`config.mk`:
```
export PLATFORM = sky130hd
export DESIGN_NAME = spike_volley_encoder
export DESIGN_NICKNAME = d
export VERILOG_FILES = /design/src/rtl/snn_pkg.sv /design/src/rtl/time_counter.sv /design/src/rtl/spike_volley_encoder.sv
export SDC_FILE = /design/constraint.sdc
export NUM_CORES = 1
export LEC_CHECK = 0
export ABC_AREA = 0
export CAP_MARGIN = 10
export CORE_UTILIZATION = 65
export CTS_CLUSTER_DIAMETER = 40
export DETAILED_ROUTE_END_ITERATION = 8
export DONT_BUFFER_PORTS = 1
export GPL_TIMING_DRIVEN = 0
export HOLD_SLACK_MARGIN = 0.08
export PLACE_DENSITY = 0.81
export SYNTH_ARGS = -nofsm -noshare
export SYNTH_HDL_FRONTEND = slang
export SYNTH_SLANG_ARGS = --single-unit
```
`constraint.sdc`:
```
create_clock -name clk -period 4 [get_ports clk]
set_input_delay 1 -clock clk [delete_from_list [all_inputs] [get_ports clk]]
set_output_delay 1 -clock clk [all_outputs]
set_load 0.01 [all_outputs]
```
`src/rtl/snn_pkg.sv`:
```
// +--------------------------------------------------------------------------+
// | snn_pkg                                                                  |
// | Shared state encoding and default sizing for the spike volley encoder.   |
// | Revision: 1.0                                                            |
// +--------------------------------------------------------------------------+
`default_nettype none

package snn_pkg;

   typedef enum logic [1:0] {
      IDLE = 2'd0,
      RUN  = 2'd1,
      DONE = 2'd2
   } state_t;

   localparam int c_default_time_period       = 8;
   localparam int c_default_neurons_per_layer = 8;

   // Width of the externally visible time step, one bit wider than the counter.
   function automatic int time_val_width(input int period);
      return $clog2(period) + 1;
   endfunction

endpackage

`default_nettype wire

```
`src/rtl/time_counter.sv`:
```
// +--------------------------------------------------------------------------+
// | time_counter                                                             |
// | Clearable, enabled step counter that saturates at TIME_PERIOD-1.         |
// | Revision: 1.0                                                            |
// +--------------------------------------------------------------------------+
`default_nettype none

module time_counter
   import snn_pkg::*;
#(
   parameter int TIME_PERIOD = c_default_time_period
)
(
   input  logic                           clk,
   input  logic                           rst_n,
   input  logic                           clear,
   input  logic                           enable,
   output logic [$clog2(TIME_PERIOD)-1:0] count,
   output logic [$clog2(TIME_PERIOD)-1:0] count_next,
   output logic                           terminal
);

   localparam int CW = $clog2(TIME_PERIOD);
   localparam logic [CW-1:0] c_last_step = CW'(TIME_PERIOD - 1);

   logic [CW-1:0] r_count;
   logic [CW-1:0] w_count_next;
   logic          w_terminal;

   assign w_terminal = (r_count == c_last_step);

   // Holding at the last step rather than wrapping keeps a stuck enable harmless.
   always_comb begin
      w_count_next = r_count;
      if (clear) begin
         w_count_next = '0;
      end else if (enable && !w_terminal) begin
         w_count_next = r_count + 1'b1;
      end
   end

   always_ff @(posedge clk or negedge rst_n) begin
      if (!rst_n) begin
         r_count <= '0;
      end else begin
         r_count <= w_count_next;
      end
   end

   assign count      = r_count;
   assign count_next = w_count_next;
   assign terminal   = w_terminal;

endmodule

`default_nettype wire

```
`src/rtl/spike_volley_encoder.sv`:
```
// +--------------------------------------------------------------------------+
// | spike_volley_encoder                                                     |
// | Converts per-neuron spike times into a volley of registered one-cycle    |
// | pulses. Define EARLY_STOP_EN to let inhibit cut a volley short.          |
// | Revision: 1.0                                                            |
// +--------------------------------------------------------------------------+
`default_nettype none

module spike_volley_encoder
   import snn_pkg::*;
#(
   parameter int TIME_PERIOD       = c_default_time_period,
   parameter int NEURONS_PER_LAYER = c_default_neurons_per_layer
)
(
   input  logic                                                clk,
   input  logic                                                rst_n,
   input  logic                                                in_valid,
   output logic                                                in_ready,
   input  logic [NEURONS_PER_LAYER-1:0][$clog2(TIME_PERIOD)-1:0] in_times,
   input  logic [NEURONS_PER_LAYER-1:0]                        in_mask,
   input  logic                                                inhibit,
   output logic [NEURONS_PER_LAYER-1:0]                        spike_volley,
   output logic [time_val_width(TIME_PERIOD)-1:0]              time_val,
   output logic                                                busy,
   output logic                                                done
);

   localparam int CW = $clog2(TIME_PERIOD);

   state_t                              r_state;
   logic [NEURONS_PER_LAYER-1:0][CW-1:0] r_times;
   logic [NEURONS_PER_LAYER-1:0]         r_mask;
   logic [NEURONS_PER_LAYER-1:0]         r_spike_volley;
   logic                                 r_in_ready;
   logic                                 r_busy;
   logic                                 r_done;

   logic [NEURONS_PER_LAYER-1:0][CW-1:0] w_times_src;
   logic [NEURONS_PER_LAYER-1:0]         w_mask_src;
   logic [NEURONS_PER_LAYER-1:0]         w_match;
   logic [CW-1:0]                        w_count;
   logic [CW-1:0]                        w_count_next;
   logic                                 w_terminal;
   logic                                 w_accept;
   logic                                 w_stop;
   logic                                 w_clear;
   logic                                 w_enable;

   assign w_accept = in_valid & r_in_ready;

`ifdef EARLY_STOP_EN
   assign w_stop = inhibit & (r_state == RUN);
`else
   logic w_inhibit_unused;
   assign w_inhibit_unused = inhibit;
   assign w_stop           = 1'b0;
`endif

   // The counter reads zero everywhere outside RUN, so time_val needs no gating.
   assign w_clear  = (r_state != RUN) | w_terminal | w_stop;
   assign w_enable = (r_state == RUN);

   time_counter #(
      .TIME_PERIOD (TIME_PERIOD)
   ) u_time_counter (
      .clk        (clk),
      .rst_n      (rst_n),
      .clear      (w_clear),
      .enable     (w_enable),
      .count      (w_count),
      .count_next (w_count_next),
      .terminal   (w_terminal)
   );

   // Pulses are registered, so they are matched against the step the counter
   // is about to show; on the accepting edge the pattern is still on the inputs.
   assign w_times_src = (r_state == IDLE) ? in_times : r_times;
   assign w_mask_src  = (r_state == IDLE) ? in_mask  : r_mask;

   for (genvar i = 0; i < NEURONS_PER_LAYER; i++) begin : g_neuron
      assign w_match[i] = w_mask_src[i] & (w_times_src[i] == w_count_next);
   end

   always_ff @(posedge clk or negedge rst_n) begin
      if (!rst_n) begin
         r_state        <= IDLE;
         r_times        <= '0;
         r_mask         <= '0;
         r_spike_volley <= '0;
         r_in_ready     <= 1'b0;
         r_busy         <= 1'b0;
         r_done         <= 1'b0;
      end else begin
         r_spike_volley <= '0;
         r_done         <= 1'b0;
         case (r_state)
            IDLE: begin
               r_in_ready <= 1'b1;
               if (w_accept) begin
                  r_state        <= RUN;
                  r_times        <= in_times;
                  r_mask         <= in_mask;
                  r_spike_volley <= w_match;
                  r_busy         <= 1'b1;
                  r_in_ready     <= 1'b0;
               end
            end
            RUN: begin
               if (w_terminal || w_stop) begin
                  r_state <= DONE;
                  r_busy  <= 1'b0;
                  r_done  <= 1'b1;
               end else begin
                  r_spike_volley <= w_match;
               end
            end
            DONE: begin
               r_state    <= IDLE;
               r_in_ready <= 1'b1;
            end
            default: begin
               r_state    <= IDLE;
               r_busy     <= 1'b0;
               r_in_ready <= 1'b0;
            end
         endcase
      end
   end

   assign in_ready     = r_in_ready;
   assign spike_volley = r_spike_volley;
   assign time_val     = {1'b0, w_count};
   assign busy         = r_busy;
   assign done         = r_done;

endmodule

`default_nettype wire

```
==> impl_results.md, run 1 <==
- Average wire per standard cell: 18.8 um
- Inserted Clock Buffers: 5
- Final setup viols: 0
- Placer Congestion: 0.804
- Commonest non-fill, non-tap cell in the layout: dfrtp_1
- CTS Hold Bufs: 0
- Crit. End Element: flop
- Post-route ant nets: 0
- Commonest non-fill, non-tap cells in the layout: dfrtp_1, mux2_1, nor2_1, nand2_1
- Kind of critical path: reg2reg
- Non-Filler Instances: 290
- Post-synth EDFFs: 0
- Slew HR: 0.622
- I/O pin cnt: 51
- Final Hold Fails: 0
- Post-synthesis cell count: 234
- Slowest CP cell: dfrtp_1
- WP data arrival: 2.28 ns
- Slack of the critical path: 1.92 ns
- Clock Skews: 0.00830 ns
- Hold_ws: 0.381 ns
- F_max: 481 MHz
- Root Driver: clkbuf_8
- Num rows: 22
- Share of layout cells above drive strength 1: 0.0950
- Slew Limit Fails: 0
- Synthesized net count: 272
- P&R area growth vs syn: 6.04%
- Yosys cell types: 36
- Crit path from: u_time_counter.count[0]
- Share of the synthesized area in the top cell type: 0.483
- Critical Path Fanout Max: 5
- PwrDens: 856 mW/mm^2
- CTS max path bufs: 2
- Peak supply drop: 0.509 mV
- Seq/Total Area, Yosys: 0.483
- Drt first pass iters: 4
- Critical path, cell by cell: ha_1 -> ha_1 -> nor2b_1 -> clkbuf_1 -> xnor2_1 -> a21oi_1 -> nor3_1
- Placed Cells: 282
- Hold Path Class: in2async
- DRC Markers: 0
- Starting density of the core: 0.679
- Worst Tran Pin Value: 0.567 ns
- CTS tree: done
- Ys async rst share: 1.00
- Syn_area_per_cell: 10.6 um^2
- Post-DR vias/cell: 6.32
- Cell taking the most area after synthesis: dfrtp_1
- Final setup TNS: 0 ns
- Critical Path RT: 4.20 ns
- Vias in the first global route: 1873
- Unrepaired setup endpoints after global routing: false
- Tcrit/Tclk final: 0.520
- WL final: 5.45 mm
- Total grt overflow: 0
- Crit start category: flop
- HPWL Detailed: 3.74 mm
- Clock Latency Late Sink: 0.30 ns
- Port-buffer cells: 0
- Pin count of the biggest net entering global routing: 49
- First-pass GRT wire length: 9.05 mm
- Synth warn: 0
- Post-CTS Setup Bufs: 0
- R2r startpoint: u_time_counter.count[0]
- GR Util All Layers: 0.300
- Routed vias: 1833
- Most numerous cell on the critical path: ha_1
- CTS Sinks: 48
- Full die area: 0.00408 mm^2
- H-Tree Depth: 2
- Number of max-cap violations: 0
- Final Critical Period: 2.08 ns
- Cell Area, Synth: 0.00249 mm^2
- 1st-iter DRT viols: 151
- Final Net Count: 279
- Die height: 63.8 um
- Chip Width: 63.8 um
- Static leakage power: 1.10 nW
- #FFs+latches synth: 48
- Largest stage delay on the critical path: 0.43 ns
- Power Total: 0.00226 W
- Resized cells post-CTS: 0
- Ant. Diodes: 0
- Core area: 0.00366 mm^2
- Synth area leaders: dfrtp_1, mux2_1, xnor2_1, nand2_1, nor2_1
- Reg clk slew, reported paths: 0.08 ns
- Status: completed
- Antenna violations before repair: 0
- DP Worst Slack: 1.88 ns
- Top FF cell, synth: dfrtp_1
[report_power, final]
part	switching, W	leakage, nW	internal, W
clock network	0.000156	0.0455	0.000141
logic	0.000559	0.471	0.000484
registers	0.000205	0.588	0.000712
[flip-flops by register name (all words and copies together) (netlist names)]
name	cells
u_time_counter.count	3
in_ready	1
r_mask	8
spike_volley	8
busy	1
r_state	2
done	1
r_times	24
[synthesized netlist by cell type (4+ instances only)]
master    number
nor2b_1        6
xnor2_1        9
o21a_1         4
clkbuf_1       5
nand2b_1       4
a21oi_1        9
a31oi_1        8
inv_1          8
nor3_1         6
mux2_1        29
nand3_1        7
nor4b_1        5
dfrtp_1       48
nor3b_1        4
nand2_1       14
a311oi_1       4
o21ai_1        5
buf_2          7
nor2_1        14
o21ai_0        9
[routing by layer]
layer | up-vias | GRT usage | share of wire
met5 | - | 0 | 0
met4 | 0 | 0.131 | 0.016
met3 | 9 | 0.0839 | 0.080
met2 | 85 | 0.456 | 0.48
met1 | 890 | 0.400 | 0.43
li1 | 849 | - | -
[area by class of cell]
| class | instances | area [um^2] |
|---|---|---|
| inverter | 10 | 37.5 |
| fill | 277 | 1020 |
| tap | 48 | 60.1 |
| sequential | 48 | 1200 |
| buffer | 16 | 87.6 |
| multi-input combinational | 160 | 1160 |
| clock buffer | 8 | 90.1 |
[metrics by stage]
| stage | util | area (um^2) |
|---|---|---|
| after global placement | 0.695 | 2550 |
| after CTS | 0.720 | 2640 |
| final | 0.720 | 2640 |
| after global routing | 0.720 | 2640 |
| after floorplan | - | 2490 |
| after detailed placement | 0.695 | 2550 |
[worst max-delay path: cells and delay by family (launching register included)]
family | cells | cell delay [ns]
adder cells (fa/ha/maj) | 2 | 0.58
flip-flops | 1 | 0.43
AND/OR/NAND/NOR | 2 | 0.39
buffers and inverters | 1 | 0.32
XOR/XNOR | 1 | 0.17
AO/OA/AOI/OAI | 1 | 0.09
[cells by family after synthesis]
kind of cell               share of synthesized area
and+or+nand+nor                                0.132
AOI/OAI and AO/OA                              0.156
DFF                                            0.483
muxes                                          0.131
buffers and inverters                         0.0503
xor gates and xnor gates                      0.0352
adders and majority gates                     0.0101
other                                        0.00151
[final timing paths]
kind,to,slack (ns),depth (start not counted)
max,spike_volley[4],1.92,7
min,done,0.38,0
max reg2reg,spike_volley[4],1.92,7
min reg2reg,r_mask[5],0.49,1
max in group asynchronous,spike_volley[5],3.53,0
min in group clk,r_mask[5],0.49,1
(Power assumes the default switching activity.)
==> run 2: changes to the inputs <==
--- a/config.mk
+++ b/config.mk
@@ -7,13 +7,13 @@
 export LEC_CHECK = 0
 export ABC_AREA = 0
 export CAP_MARGIN = 10
-export CORE_UTILIZATION = 65
+export CORE_UTILIZATION = 57
 export CTS_CLUSTER_DIAMETER = 40
 export DETAILED_ROUTE_END_ITERATION = 8
 export DONT_BUFFER_PORTS = 1
 export GPL_TIMING_DRIVEN = 0
 export HOLD_SLACK_MARGIN = 0.08
-export PLACE_DENSITY = 0.81
+export PLACE_DENSITY = 0.75
 export SYNTH_ARGS = -nofsm -noshare
 export SYNTH_HDL_FRONTEND = slang
 export SYNTH_SLANG_ARGS = --single-unit
==> constraint.sdc (replaced) <==
create_clock -name clk -period 1.8 [get_ports clk]
set_input_delay 0.45 -clock clk [delete_from_list [all_inputs] [get_ports clk]]
set_output_delay 0.45 -clock clk [all_outputs]
set_load 0.01 [all_outputs]
==> run 2 against run 1 <==
Compared with the run above:
- clock skew is 0.0033 ns higher
- largest cell class is now multi-input combinational cells
- design area is 6.2% higher
- worst setup slack worse by 1.9 ns
- die area up 14%
- register-to-register slack got worse by 1.9 ns
- critical path depth stayed put
- flip-flop and latch count did not move
- count of clock-buffer cells in the layout did not move
- combinational power rose to 2.6 times the previous value
- non-clock buffer count grew 2
- cell count up 1.4%
- via count is 1.0% higher
==> impl_results.md, run 2 (synthesis gave the netlist of run 1 again) <==
- R2R Path End: spike_volley[6]
- Crit start category: flop
- Status: completed
- HP Start: in_times[2]
- Clock Skews: 0.0116 ns (+0.00334 ns)
- Reg with most FFs: r_times
- Pin count of the biggest net entering global routing: 49 (unchanged)
- Static leakage power: 1.14 nW (+3.2%)
- Unrepaired setup endpoints after global routing: true
- Max reg flops: 24 (unchanged)
- Average wire per standard cell: 19.3 um (+2.4%)
- Commonest non-fill, non-tap cells in the layout: dfrtp_1, mux2_1, nand2_1, nor2_1
- Root Driver: clkbuf_8
- CTS max path bufs: 2 (unchanged)
- WL final: 5.66 mm (+3.8%)
- PwrDens: 1920 mW/mm^2 (+120%)
- NetSw: 0.00218 W (+140%)
- Critical Path Fanout Max: 10 (+5)
- Hold Path Class: in2reg
- Met3 Use GR: 0.0450 (-0.0389)
- 1st-iter DRT viols: 136 (-9.9%)
- Clock Latency Late Sink: 0.30 ns (about the same)
- Kind of critical path: reg2reg
- Ant. Diodes: 0 (unchanged)
- Internal power: 0.00318 W (+140%)
- Crit. End Element: flop
- Reg2Reg Depth: 7 (unchanged)
- Critical path, cell by cell: ha_4 -> ha_4 -> buf_8 -> nand2b_4 -> a2bb2oi_2 -> a31oi_2 -> a2111oi_2
- Switching share of power: 0.407 (-0.000632)
- Post-CTS Setup Bufs: 0 (unchanged)
- Reg clk slew, reported paths: 0.09 ns (about the same)
- Largest stage delay on the critical path: 0.45 ns (+0.02 ns)
- P&R area growth vs syn: 12.6%
- F_max: 561 MHz (+17%)
- Commonest non-fill, non-tap cell in the layout: dfrtp_1
- Final setup viols: 0 (unchanged)
- Full die area: 0.00463 mm^2 (+14%)
- Total grt overflow: 0 (unchanged)
- DRC Markers: 0 (unchanged)
- Most used routing layer: met2
- Share of layout cells above drive strength 1: 0.172 (+0.0771)
- CP bufs+invs: 1 (unchanged)
- Final Hold Fails: 0 (unchanged)
- CTS tree: done
- R2r startpoint: u_time_counter.count[0]
- Peak supply drop: 1.05 mV (+110%)
- Final setup TNS: 0 ns (unchanged)
- GR Util All Layers: 0.277 (-0.0224)
- CTS Sinks: 48 (unchanged)
- Drt first pass iters: 4 (unchanged)
- First-pass GRT wire length: 9.23 mm (+2.0%)
- Number of max-cap violations: 0 (unchanged)
- HPWL Detailed: 3.72 mm (-0.56%)
- Tcrit/Tclk final: 0.990 (+0.470)
- Chip Width: 68.0 um (+6.6%)
- I/O pin cnt: 51 (unchanged)
- Vias in the first global route: 1842 (-1.7%)
- Port-buffer cells: 0 (unchanged)
- Clock network fraction of design power: 0.121 (-0.011)
- Num rows: 23 (+4.5%)
- Hold worst-path end: r_times[2]
- Slew Limit Fails: 0 (unchanged)
- Sequential Power Share: 0.383 (-0.023)
- Delay-heaviest family, CP: compound AO/OA/AOI/OAI gates
- WP data arrival: 1.96 ns (-0.32 ns)
- Antenna violations before repair: 0 (unchanged)
- Comb power frac: 0.495 (+0.033)
- WHS Path Cells: 1
- Die height: 68.0 um (+6.6%)
- H-Tree Depth: 2 (unchanged)
- Routed vias: 1852 (+1.0%)
- Final Net Count: 281 (+0.72%)
- Slowest CP cell: dfrtp_2
- Critical Path RT: 1.98 ns (-2.22 ns)
- Finished Cell Area: 0.00280 mm^2 (+6.2%)
- Final Critical Period: 1.78 ns (-0.297 ns)
- Grt met2 use: 0.422 (-0.0345)
- Core area: 0.00409 mm^2 (+12%)
- FF-to-FF setup slack: 0.02 ns (-1.90 ns)
- Most numerous cell on the critical path: ha_4
- Worst Tran Pin Value: 0.589 ns (+0.0216 ns)
- Post-DR vias/cell: 6.30 (-0.34%)
- Starting density of the core: 0.608 (-0.0707)
- Post-route ant nets: 0 (unchanged)
- Inserted Clock Buffers: 5 (unchanged)
- Slew HR: 0.607 (-0.0144)
- Placer Congestion: 0.848 (+5.4%)
- Placed Instance Area: 0.00255 mm^2 (about the same)
- Grt met1 use: 0.393 (-0.00665)
run 2: cell count changes in the layout (fill, tap and decap cells not counted), sizes merged:
| cell | previous run | this run |
|---|---|---|
| buf | 11 | 13 |
| clkbuf | 13 | 12 |
| dlygate4sd3 | 0 | 1 |
run 2: per-stage QoR:
step / utilization / cells / power [W] / hold WS, ns / setup WS, ns
detailed placement: 0.624 / 284 / 0.00433 / 0.156 / -0.224
CTS: 0.669 / 294 / 0.00519 / 0.278 / 0.00878
finish: 0.685 / 294 / 0.00537 / 0.276 / 0.0180
floorplan: - / 234 / 0.00380 / 0.154 / 0.0145
global placement: 0.624 / 284 / 0.00427 / 0.155 / -0.221
global route: 0.685 / 294 / 0.00579 / 0.274 / -0.0327
run 2: worst max path at each step:
stage,from,to,slack [ns],cells after the start
finish,u_time_counter.count[0],spike_volley[6],0.02,7
global placement,u_time_counter.count[0],spike_volley[4],-0.22,7
CTS,u_time_counter.count[1],spike_volley[3],0.009,7
detailed placement,u_time_counter.count[0],spike_volley[0],-0.22,7
global route,u_time_counter.count[0],spike_volley[6],-0.03,7
floorplan,u_time_counter.count[0],spike_volley[6],0.01,7
run 2: timing repair:
action / in CTS / in global routing
hold endpoints to repair: 48 / 0
endpoints found under the setup margin: 8 / 8
gates resized for setup: 14 / 15
pin swaps: 6 / 4
hold buffers: 2 / 0
run 2: layout make-up:
class / count / area, um^2
clock buffer: 8 / 90.1
fill: 318 / 1290
multi-input combinational: 160 / 1260
inverter: 10 / 37.5
tap: 50 / 62.6
sequential: 48 / 1200
buffer: 16 / 104
timing repair buffer: 2 / 37.5
run 2: worst register-to-register path, delay by kind of cell, from the launching register on:
kind,cells,cell delay [ns]
and+or+nand+nor,1,0.17
AOI/OAI and AO/OA,3,0.57
DFF,1,0.45
buffers and inverters,1,0.14
adders and majority gates,2,0.33
run 2: power groups by stage:
stage	Clock (W)	Combinational, W	Sequential [W]
2_1_floorplan	0	0.00187	0.00194
3_3_place_gp	0	0.00225	0.00201
3_5_place_dp	0	0.00230	0.00203
4_1_cts	0.000668	0.00250	0.00202
5_1_grt	0.000713	0.00293	0.00214
6_report	0.000652	0.00266	0.00206
run 2: metal layers:
layer / part of all wire / vias to the layer above
li1: - / 851
met1: 0.46 / 931
met2: 0.47 / 63
met3: 0.065 / 7
met4: 0.012 / 0
met5: 0 / -
==> run 3: changes to the inputs <==
--- a/config.mk
+++ b/config.mk
@@ -7,13 +7,14 @@
 export LEC_CHECK = 0
 export ABC_AREA = 0
 export CAP_MARGIN = 10
-export CORE_UTILIZATION = 57
+export CORE_UTILIZATION = 59
+export CTS_BUF_LIST = sky130_fd_sc_hd__clkbuf_8
 export CTS_CLUSTER_DIAMETER = 40
 export DETAILED_ROUTE_END_ITERATION = 8
 export DONT_BUFFER_PORTS = 1
 export GPL_TIMING_DRIVEN = 0
 export HOLD_SLACK_MARGIN = 0.08
-export PLACE_DENSITY = 0.75
+export PLACE_DENSITY = 0.78
 export SYNTH_ARGS = -nofsm -noshare
 export SYNTH_HDL_FRONTEND = slang
 export SYNTH_SLANG_ARGS = --single-unit
==> run 3 against run 2 <==
Compared with the run above:
- the run now ends with setup timing left
- count of clock-buffer cells in the layout down 2
- flip-flop and latch count is the same
- global-route usage up 2.3 points
- highest routed layer unchanged
- worst setup slack got worse by 0.020 ns
- first-iteration DRC count is 25% lower
==> impl_results.md, run 3 (synthesis gave the netlist of run 1 again) <==
- Status: finished, violations left
- Failing checks: setup timing
- Critical Path Fanout Max: 10 (unchanged)
- HPWL Detailed: 3.97 mm (+6.6%)
- Core area: 0.00403 mm^2 (-1.4%)
- PwrDens: 1950 mW/mm^2 (+1.7%)
- Post-DR vias/cell: 6.44 (+2.3%)
- CTS max path bufs: 2 (unchanged)
- Reg with most FFs: r_times
- Slew HR: 0.604 (-0.00315)
- Largest stage delay on the critical path: 0.45 ns (about the same)
- Full die area: 0.00448 mm^2 (-3.3%)
- Final Critical Period: 1.80 ns (+0.0203 ns)
- 1st-iter DRT viols: 102 (-25%)
- Slew Limit Fails: 0 (unchanged)
- Num rows: 23 (unchanged)
- Commonest non-fill, non-tap cell in the layout: dfrtp_1
- Vias in the first global route: 2016 (+9.4%)
- Starting density of the core: 0.617 (+0.00869)
- Root Driver: clkbuf_8
- First-pass GRT wire length: 9.48 mm (+2.8%)
- GR Util All Layers: 0.300 (+0.0231)
- I/O pin cnt: 51 (unchanged)
- Worst Tran Pin Value: 0.594 ns (+0.00472 ns)
- Ant. Diodes: 0 (unchanged)
- Total grt overflow: 0 (unchanged)
- DRC Markers: 0 (unchanged)
- H-Tree Depth: 2 (unchanged)
- Clock Skews: 0.00673 ns (-0.00491 ns)
- P&R area growth vs syn: 13.5%
- Hold Path Class: in2reg
- WP data arrival: 1.99 ns (+0.03 ns)
- Port-buffer cells: 0 (unchanged)
- Critical path, cell by cell: ha_4 -> ha_4 -> buf_8 -> nor2_2 -> a21oi_4 -> a2111oi_2
- Comb power frac: 0.499 (+0.004)
- Clock Latency Late Sink: 0.31 ns (about the same)
- Final setup TNS: -0.00232 ns (-0.00232 ns)
- Average wire per standard cell: 20.5 um (+6.3%)
- Hold_ws: 0.262 ns (-0.0146 ns)
- Commonest non-fill, non-tap cells in the layout: dfrtp_1, mux2_1, nand2_1, nor2_1
- Slowest CP cell: dfrtp_1
- Reg clk slew, reported paths: 0.09 ns (about the same)
- Antenna violations before repair: 0 (unchanged)
- Placer Congestion: 0.871 (+2.8%)
- Max reg flops: 24 (unchanged)
- NetSw: 0.00230 W (+5.1%)
- Drt first pass iters: 4 (unchanged)
- Clock network fraction of design power: 0.122 (about the same)
- Kind of critical path: reg2reg
- Final setup viols: 1 (+1)
- Inserted Clock Buffers: 5 (unchanged)
- Static leakage power: 1.16 nW (+1.3%)
- WL final: 6.04 mm (+6.7%)
- Share of layout cells above drive strength 1: 0.184 (+0.0115)
- Pin count of the biggest net entering global routing: 49 (unchanged)
- Slack of the critical path: -0.00232 ns (-0.0203 ns)
- Chip Width: 66.9 um (-1.7%)
- Crit start category: flop
- Die height: 66.9 um (-1.7%)
- Most numerous cell on the critical path: ha_4
- Unrepaired setup endpoints after global routing: true
- Internal power: 0.00321 W (+0.87%)
- Tcrit/Tclk final: 1.00 (+0.0113)
- CTS tree: done
- Peak supply drop: 1.11 mV (+5.6%)
- Number of max-cap violations: 0 (unchanged)
- Final Net Count: 282 (+0.36%)
- F_max: 555 MHz (-1.1%)
- Final Util: 0.701 (+0.0157)
- CTS Sinks: 48 (unchanged)
- Post-route ant nets: 0 (unchanged)
- Final Hold Fails: 0 (unchanged)
- Critical Path RT: 1.98 ns (about the same)
- Sequential Power Share: 0.379 (-0.004)
- Switching share of power: 0.417 (+0.0100)
- Crit. End Element: flop
- Routed vias: 1901 (+2.6%)
run 3: cell types whose count changed in the layout (fill, tap and decap cells not counted), moves of 2 or more:
cell	delta
nor3_2	+2
clkbuf_1	-2
nor3_1	-2
clkinv_2	+2
run 3: final timing paths:
path	startpoint	end	slack [ns]	cells after the start
worst max-delay path	u_time_counter.count[1]	spike_volley[2]	-0.002	6
worst min-delay path	in_times[7]	r_times[7]	0.26	2
worst max register to register	u_time_counter.count[1]	spike_volley[2]	-0.002	6
worst min register to register	r_mask[5]	r_mask[5]	0.49	1
max in group asynchronous	rst_n	r_times[5]	0.93	2
min in group asynchronous	rst_n	r_times[23]	0.64	2
run 3: area by class of cell:
type                    instances  area, um^2
clock inverters                 2        10.0
multi-input cells             160        1270
flip-flops and latches         48        1200
repair buffers                  3        45.0
plain buffers                  16         114
inverters                      10        40.0
fillers                       323        1210
clock buffers                   6        82.6
well taps                      50        62.6
run 3: critical path, delay by kind of cell (launching register included):
| family | cells | cell delay (ns) |
|---|---|---|
| buffers and inverters | 1 | 0.14 |
| AOI/OAI and AO/OA | 2 | 0.53 |
| and+or+nand+nor | 1 | 0.20 |
| adders and majority gates | 2 | 0.36 |
| DFF | 1 | 0.45 |
run 3: what timing repair did:
action                     CTS  global route
pin swaps                    7             7
gates resized for setup     19            11
gates cloned                 0             0
hold buffers                 2             0
setup endpoints to repair    8             8
buffers inserted             0             1
hold endpoints to repair    48             0
run 3: power by group through the flow:
stage	combinational (W)	sequential, W	clock [W]
after floorplan	0.00187	0.00194	0
after global placement	0.00223	0.00202	0
after detailed placement	0.00232	0.00205	0
after CTS	0.00257	0.00204	0.000676
after global routing	0.00300	0.00216	0.000717
final	0.00275	0.00209	0.000672
run 3: through the flow:
stage                     area (um^2)  power [W]  std cells  setup slack (ns)
after detailed placement         2550    0.00438        284            -0.258
after CTS                        2760    0.00529        294            0.0165
final                            2820    0.00551        295          -0.00232
after global routing             2820    0.00588        295           -0.0709
after global placement           2550    0.00425        284            -0.237
after floorplan                  2490    0.00380        234            0.0145
run 3: metal layers:
layer	up-vias	routed length, um	GRT usage
li1	858	-	-
met1	950	2510	0.366
met2	78	2890	0.484
met3	15	491	0.0805
met4	0	151	0.154
met5	-	0	0
